### config.mk
export PLATFORM = sky130hd
export DESIGN_NAME = fc2_weight_loader_flat
export DESIGN_NICKNAME = d
export VERILOG_FILES = /design/src/rtl/fc2_weight_loader_if.sv /design/src/rtl/fc2_weight_loader.sv /design/src/flat_wrapper.sv
export SDC_FILE = /design/constraint.sdc
export NUM_CORES = 2
export LEC_CHECK = 0
export BUFFER_PORTS_ARGS = -buffer_cell sky130_fd_sc_hd__buf_4
export CORE_ASPECT_RATIO = 0.75
export CORE_UTILIZATION = 39
export CTS_BUF_LIST = sky130_fd_sc_hd__clkbuf_8 sky130_fd_sc_hd__clkbuf_16
export CTS_CLUSTER_SIZE = 10
export DETAILED_ROUTE_END_ITERATION = 8
export REMOVE_ABC_BUFFERS = 1
export SETUP_SLACK_MARGIN = 0.02
export SLEW_MARGIN = 40
export SYNTH_ARGS = -nofsm -noshare
export SYNTH_HDL_FRONTEND = slang
export SYNTH_SLANG_ARGS = --single-unit
export TNS_END_PERCENT = 1
### constraint.sdc
create_clock -name clk -period 2.4 [get_ports clk]
set_input_delay 0.36 -clock clk [delete_from_list [all_inputs] [get_ports clk]]
set_output_delay 0.36 -clock clk [all_outputs]
set_load 0.05 [all_outputs]
### src/rtl/fc2_weight_loader_if.sv
// rtl/fc2_weight_loader_if.sv - weight stream handshake bundle for fc2_weight_loader
interface fc2_weight_loader_if #(
    parameter int WEIGHT_WIDTH = 16
);
    logic                    s_valid;
    logic                    s_ready;
    logic [WEIGHT_WIDTH-1:0] s_data;
    logic                    s_last;

    modport master (output s_valid, output s_data, output s_last, input s_ready);
    modport slave  (input s_valid, input s_data, input s_last, output s_ready);
endinterface

### src/rtl/fc2_weight_loader.sv
// rtl/fc2_weight_loader.sv - streamed runtime loader for the fc2 packed weight array
module fc2_weight_loader #(
    parameter int NUM_FEATURES = 16,
    parameter int NUM_NEURONS  = 16,
    parameter int WEIGHT_WIDTH = 16,
    parameter int ADDR_WIDTH   = $clog2(NUM_FEATURES),
    parameter int DATA_WIDTH   = NUM_NEURONS * WEIGHT_WIDTH,
    parameter int DEPTH        = NUM_FEATURES * NUM_NEURONS
) (
    input  logic                  clk,
    input  logic                  rst,
    input  logic                  start,
    fc2_weight_loader_if.slave    s,
    output logic                  busy,
    output logic                  done,
    output logic                  error,
    output logic                  weights_valid,
    input  logic [ADDR_WIDTH-1:0] rd_addr,
    output logic [DATA_WIDTH-1:0] rd_data
);
    localparam int PTR_W = $clog2(DEPTH);

    localparam logic [1:0] IDLE = 2'd0;
    localparam logic [1:0] LOAD = 2'd1;
    localparam logic [1:0] DONE = 2'd2;
    localparam logic [1:0] ERR  = 2'd3;

    logic [1:0]              state;
    logic [PTR_W-1:0]        wr_ptr;
    logic                    ready_q;
    logic                    accept;
    logic                    at_end;
    logic [WEIGHT_WIDTH-1:0] mem [DEPTH];

    assign s.s_ready = ready_q;
    assign accept    = s.s_valid & ready_q;
    assign at_end    = (wr_ptr == PTR_W'(DEPTH - 1));

    // Control FSM: framing of a load, handshake and status flags
    always_ff @(posedge clk or posedge rst) begin
        if (rst) begin
            state         <= IDLE;
            wr_ptr        <= '0;
            ready_q       <= 1'b0;
            busy          <= 1'b0;
            done          <= 1'b0;
            error         <= 1'b0;
            weights_valid <= 1'b0;
        end else begin
            done <= 1'b0;
            case (state)
                LOAD: begin
                    if (accept) begin
                        wr_ptr <= wr_ptr + 1'b1;
                        if (at_end || s.s_last) begin
                            ready_q <= 1'b0;
                            busy    <= 1'b0;
                            if (at_end && s.s_last) begin
                                state         <= DONE;
                                done          <= 1'b1;
                                weights_valid <= 1'b1;
                            end else begin
                                state <= ERR;
                                error <= 1'b1;
                            end
                        end
                    end
                end
                default: begin
                    // IDLE, DONE and ERR all restart a fresh load on start
                    if (start) begin
                        state         <= LOAD;
                        wr_ptr        <= '0;
                        ready_q       <= 1'b1;
                        busy          <= 1'b1;
                        error         <= 1'b0;
                        weights_valid <= 1'b0;
                    end
                end
            endcase
        end
    end

    // Weight array write port; contents deliberately survive reset
    always_ff @(posedge clk) begin
        if (accept) begin
            mem[wr_ptr] <= s.s_data;
        end
    end

    // Packed read: first word of each group of NUM_NEURONS lands in the top lane
    always_comb begin
        rd_data = '0;
        for (int i = 0; i < NUM_NEURONS; i++) begin
            rd_data[i*WEIGHT_WIDTH +: WEIGHT_WIDTH] =
                mem[PTR_W'(rd_addr) * PTR_W'(NUM_NEURONS) + PTR_W'(NUM_NEURONS - 1 - i)];
        end
    end
endmodule

### src/flat_wrapper.sv
// flat-port wrapper written by rule: the top's interface ports become plain ports
module fc2_weight_loader_flat 
#(
    parameter int NUM_FEATURES = 16,
    parameter int NUM_NEURONS  = 16,
    parameter int WEIGHT_WIDTH = 16,
    parameter int ADDR_WIDTH   = $clog2(NUM_FEATURES),
    parameter int DATA_WIDTH   = NUM_NEURONS * WEIGHT_WIDTH,
    parameter int DEPTH        = NUM_FEATURES * NUM_NEURONS
)
  (clk, rst, start, busy, done, error, weights_valid, rd_addr, rd_data, s_s_valid, s_s_data, s_s_last, s_s_ready);
  fc2_weight_loader_if #(.WEIGHT_WIDTH(WEIGHT_WIDTH)) s_i ();
  input  logic clk;
  input  logic rst;
  input  logic start;
  output logic busy;
  output logic done;
  output logic error;
  output logic weights_valid;
  input  logic [ADDR_WIDTH-1:0] rd_addr;
  output logic [DATA_WIDTH-1:0] rd_data;
  input wire logic [$bits(s_i.s_valid)-1:0] s_s_valid;
  input wire logic [$bits(s_i.s_data)-1:0] s_s_data;
  input wire logic [$bits(s_i.s_last)-1:0] s_s_last;
  output wire logic [$bits(s_i.s_ready)-1:0] s_s_ready;
  assign s_i.s_valid = s_s_valid;
  assign s_i.s_data = s_s_data;
  assign s_i.s_last = s_s_last;
  assign s_s_ready = s_i.s_ready;
  fc2_weight_loader #(.NUM_FEATURES(NUM_FEATURES), .NUM_NEURONS(NUM_NEURONS), .WEIGHT_WIDTH(WEIGHT_WIDTH), .ADDR_WIDTH(ADDR_WIDTH), .DATA_WIDTH(DATA_WIDTH), .DEPTH(DEPTH)) u_core (.clk(clk), .rst(rst), .start(start), .s(s_i), .busy(busy), .done(done), .error(error), .weights_valid(weights_valid), .rd_addr(rd_addr), .rd_data(rd_data));
endmodule
After elaboration in Yosys (flattened, before gate mapping):

Memory sizes are Yosys's and may differ from the RTL's.
Index checks and enable logic that the tools add are counted.

* memories: 1
* flip-flop bits (word level): 14
* RAM bits: 4096
* word-level logic and storage cells: 64
* input port bits: 25

* bitwise gates (word level): 1
* add/subtract/negate cells: 16
* mux-type cells: 27
* eq/ne operators: 6
* reductions and logical operators: 7

Memory list
* u_core.mem: words 256, bits a word 16, rd ports 16, clocked after Yosys merged registers in 0, write ports 1, line fc2_weight_loader.sv:33 `logic [WEIGHT_WIDTH-1:0] mem [DEPTH];`

Operator list (number)
* 8-bit by 4-bit adder with 8-bit output (second input constant): 8
* 8-bit by 3-bit adder with 8-bit output (second input constant): 4
* 8-bit two-way mux: 3
* 1-bit two-way mux: 20
* 8-bit by 1-bit adder with 8-bit output (second input constant): 2
* 8-bit by 2-bit adder with 8-bit output (second input constant): 2
* 8-bit == test (second input constant): 1
* 2-bit two-way mux: 4
* 4-bit AND reduction: 2
* 2-bit by 1-bit inequality test with 1-bit output (second input constant): 3
* 3-bit AND reduction: 1
* 2-bit by 1-bit == test with 1-bit output (second input constant): 1
* 2-bit inequality test (second input constant): 1
* 2-bit AND reduction: 1
* 2-bit nonzero test: 1
* 1-bit AND: 1
* 1-bit logical AND: 1
* 1-bit logical OR: 1

Longest topological paths before layout:

* depth in word-level cells: 6
* gate-level depth with buffers: 9

Worst setup path before layout:

No wires, ideal clock.

* path type: input to output
* from: in rd_addr[0]
* to: out rd_data[121]
* stages on the path: 7
* path buffers: 5
* data arrival time: 2.424 ns
* setup slack: -0.384 ns
* cells stage by stage: buf_2 -> buf_6 -> buf_6 -> buf_4 -> buf_2 -> mux2i_1 -> o21ai_0

* longest elaborated chain between the ends: 2

RTL lines
* from (decl): line flat_wrapper.sv:20 `input logic [ADDR_WIDTH-1:0] rd_addr;`
* 8-bit by 4-bit adder with 8-bit output: line fc2_weight_loader.sv:96 `mem[PTR_W'(rd_addr) * PTR_W'(NUM_NEURONS) + PTR_W'(NUM_NEURONS - 1 - i)];`
* memory read 256 x 16 bit
* to (decl): line flat_wrapper.sv:21 `output logic [DATA_WIDTH-1:0] rd_data;`

No other way between the ends.

==> flow_metrics.py <==
metrics = {
    "sta": {
        "rsz0062_at_grt": "true",
        "slew_violations": 0,
        "min_period_ns": 2.92,
        "max_freq_mhz": 342,
        "setup_viol": 256,
        "setup_tns_ns": -90.90,
        "fin_crit_sh_pct": 122,
        "relSlewSlack_pct": 38.4,
        "hold_viol": 0,
        "fin_worst_skew_ns": 0.0683,
        "worst_slew_pin_slew_ns": 0.924,
        "setup_ws_ns": -0.525,
    },
    "worst_setup_path": {
        "path_class": "reg2out",
        "reg2reg_to": "u_core.mem[245][9]",
        "cp.required_ns": 2.04,
        "reg2reg_slack_ns": 0.09,
        "start_kind": "flop",
        "reg2reg_depth": 5,
        "crit_end": "rd_data[69]",
        "crit_arrival_ns": 2.56,
        "crit_path_start": "u_core.mem[235][5]",
        "worst-path-max-fanout": 1,
        "reg2reg_from": "u_core.wr_ptr[2]",
        "worst_setup_path_end_kind": "primary output",
    },
    "power_and_ir_drop": {
        "power_mw": 152,
        "irDropWorstVdd_mv": 0.654,
        "power_leakage_nw": 61.1,
        "p_per_area_mw_per_mm2": 791,
    },
    "synth": {
        "yosysWarnings": 0,
        "synth_common_cells": "edfxtp_1 (4,096), mux4_2 (1,000), nor2_1 (348)",
        "synthFlopType": "edfxtp_1",
        "synth_area_leaders": "edfxtp_1 (80%), mux4_2 (15%), a22oi_1 (1.6%)",
        "synth-edff-count": 4096,
        "post-synth-top-count-cell": "edfxtp_1",
        "synth_top_area_share_pct": 79.6,
        "async_reset_ff_share_pct": 0.341,
        "synth_top_cell_by_area": "edfxtp_1",
        "synthDistinctLibCells": 36,
        "syn_area_mm2": 0.155,
        "postSynthAreaPerCell_um2": 23.0,
        "synth_cells": 6726,
        "yosysSeqAreaShare_pct": 79.8,
        "ys_seq_elements": 4110,
    },
    "clocking": {
        "cts_buffers": 453,
        "clk_pin_slew_ns": 0.06,
        "cts_max_path_buffers": 4,
        "worstSkewPairLatency_ns": 1.02,
        "h-tree-depth": 5,
        "cts_setup_buffers": 0,
        "cts.sinks": 4110,
        "cts-root-buf": "clkbuf_16",
        "cts_tree": "done",
    },
    "min_path": {
        "hp-start": "start",
        "hold_class": "in2reg",
    },
    "route": {
        "vias_per_cell": 5.72,
        "antenna_left": 0,
        "m1WireLength_um": 182000,
        "first_pass_iters": 5,
        "wire_per_inst_um": 31.6,
        "top_layer_used": "met5",
        "routed_wl_um": 426000,
        "met2_length_um": 202000,
        "route.met3.wl_um": 32600,
        "drt_iter0_drc": 8757,
        "drc": 0,
        "vias": 77100,
    },
    "grt": {
        "grt_pass1_wl_um": 599000,
        "grt_max_degree": 96,
        "grt_overflow": 0,
        "antenna_found_initial": 19,
        "first_global_vias": 78700,
        "track_usage_pct": 21.0,
    },
    "status": {
        "violations": "negative setup slack",
        "status": "finished with violations",
    },
    "floorplan": {
        "die-height_um": 547,
        "die_w_um": 729,
        "coreArea_mm2": 0.393,
        "floorplan.initialDensity_pct": 39.3,
        "row_count": 199,
        "dieArea_mm2": 0.399,
        "ios": 286,
    },
    "job": {
        "cap_violations": 0,
    },
    "placement": {
        "dpl.cell_count": 12900,
        "portBuffers": 285,
        "post-dp-hpwl_um": 264000,
        "dpl_worst_slack_ns": -0.671,
        "gp_congestion": 0.796,
    },
    "final_layout": {
        "syn_to_final_growth_pct": 24.1,
        "final_nets": 8195,
        "finalNonFillerCells": 13500,
        "final_core_util_pct": 48.8,
        "fillers": 30900,
        "drive_gt1_share_pct": 42.5,
    },
}
[state kept, by name, summed over array words and instances, names as in the netlist]
signal / cells
u_core.mem: 4096
u_core.wr_ptr: 8
u_core.state: 2
u_core.done: 1
u_core.error: 1
u_core.s.s_ready: 1
u_core.weights_valid: 1
[critical path: stages (launching register included)]
cell and delay, ns:
edfxtp_1 0.36, mux4_2 0.51, a22oi_2 0.16, buf_6 0.14
nand2_2 0.07, buf_6 0.14, buf_6 0.15
[cells by family (layout without fill, tap and decap cells)]
family / count (synthesis) / in the layout / share of synthesized area (%)
compound gates: 530 / 530 / 2.40
mux: 1061 / 1061 / 15.0
flops: 4110 / 4110 / 79.8
xor+xnor: 3 / 3 / 0.0170
other cells: 0 / 4 / 0
simple gates: 627 / 627 / 1.62
fa+ha+maj: 4 / 4 / 0.0324
buf+inv: 391 / 1912 / 1.16
[worst min path at each step]
| stage | to | slack [ns] | cells past startpoint |
|---|---|---|---|
| floorplan | u_core.done | 0.25 | 1 |
| global placement | u_core.done | 0.54 | 2 |
| detailed placement | u_core.done | 0.53 | 2 |
| CTS | u_core.wr_ptr[2] | 0.18 | 3 |
| global route | u_core.wr_ptr[2] | 0.22 | 3 |
| finish | u_core.wr_ptr[2] | 0.25 | 3 |
[layout by cell type, fill, tap and decap left out, types with 9 or more instances in the layout]
cell type / n
nand2_1: 90
inv_1: 54
a22oi_1: 110
buf_12: 441
o22ai_1: 53
clkinv_16: 15
dfrtp_1: 14
nand4_1: 14
o22ai_4: 19
buf_4: 598
clkbuf_16: 455
o21ai_0: 9
buf_8: 32
nand2_2: 119
nor2_2: 160
buf_6: 265
mux2i_1: 52
nor2_4: 14
o22ai_2: 98
nand3_1: 10
a22oi_2: 220
mux4_2: 1000
edfxtp_1: 4096
dlygate4sd3_1: 22
nor2_1: 174
[power breakdown]
| group | total, mW | leakage, nW | internal, mW | switching [mW] |
|---|---|---|---|---|
| Clock | 60.2 | 6.11 | 33.5 | 26.7 |
| Sequential | 79.4 | 37.0 | 79.2 | 0.157 |
| Combinational | 12.2 | 18.1 | 4.68 | 7.50 |
[stage by stage]
stage / area [µm²] / hold WS [ns]
floorplan: 153000 / 0.249
global placement: 176000 / 0.535
detailed placement: 176000 / 0.531
CTS: 191000 / 0.184
global route: 192000 / 0.217
finish: 192000 / 0.247
[what timing repair did]
| item | in CTS | in global routing |
|---|---|---|
| pin swaps | 191 | 57 |
| endpoints found under the setup margin | 256 | 446 |
| gates resized for setup | 743 | 140 |
| hold buffers | 22 | 0 |
| hold endpoints to repair | 1057 | 0 |
[layout make-up]
class / count / area (µm²) / area share (%)
diodes: 4 / 10.0 / 0.00522
clock buffers: 455 / 11400 / 5.93
clock inverters: 81 / 810 / 0.422
inverters: 8 / 30.0 / 0.0157
multi-input cells: 2225 / 32500 / 17.0
flip-flops and latches: 4110 / 123000 / 64.3
well taps: 5226 / 6540 / 3.41
repair buffers: 1368 / 17200 / 8.97
[routing by layer]
metal | up-vias | track usage [%]
met2 | 3253 | 33.4
met5 | - | 0
met4 | 2 | 4.24
met3 | 520 | 3.62
li1 | 31300 | -
met1 | 42000 | 30.8
Note: power is estimated with default switching activity, not from simulation.
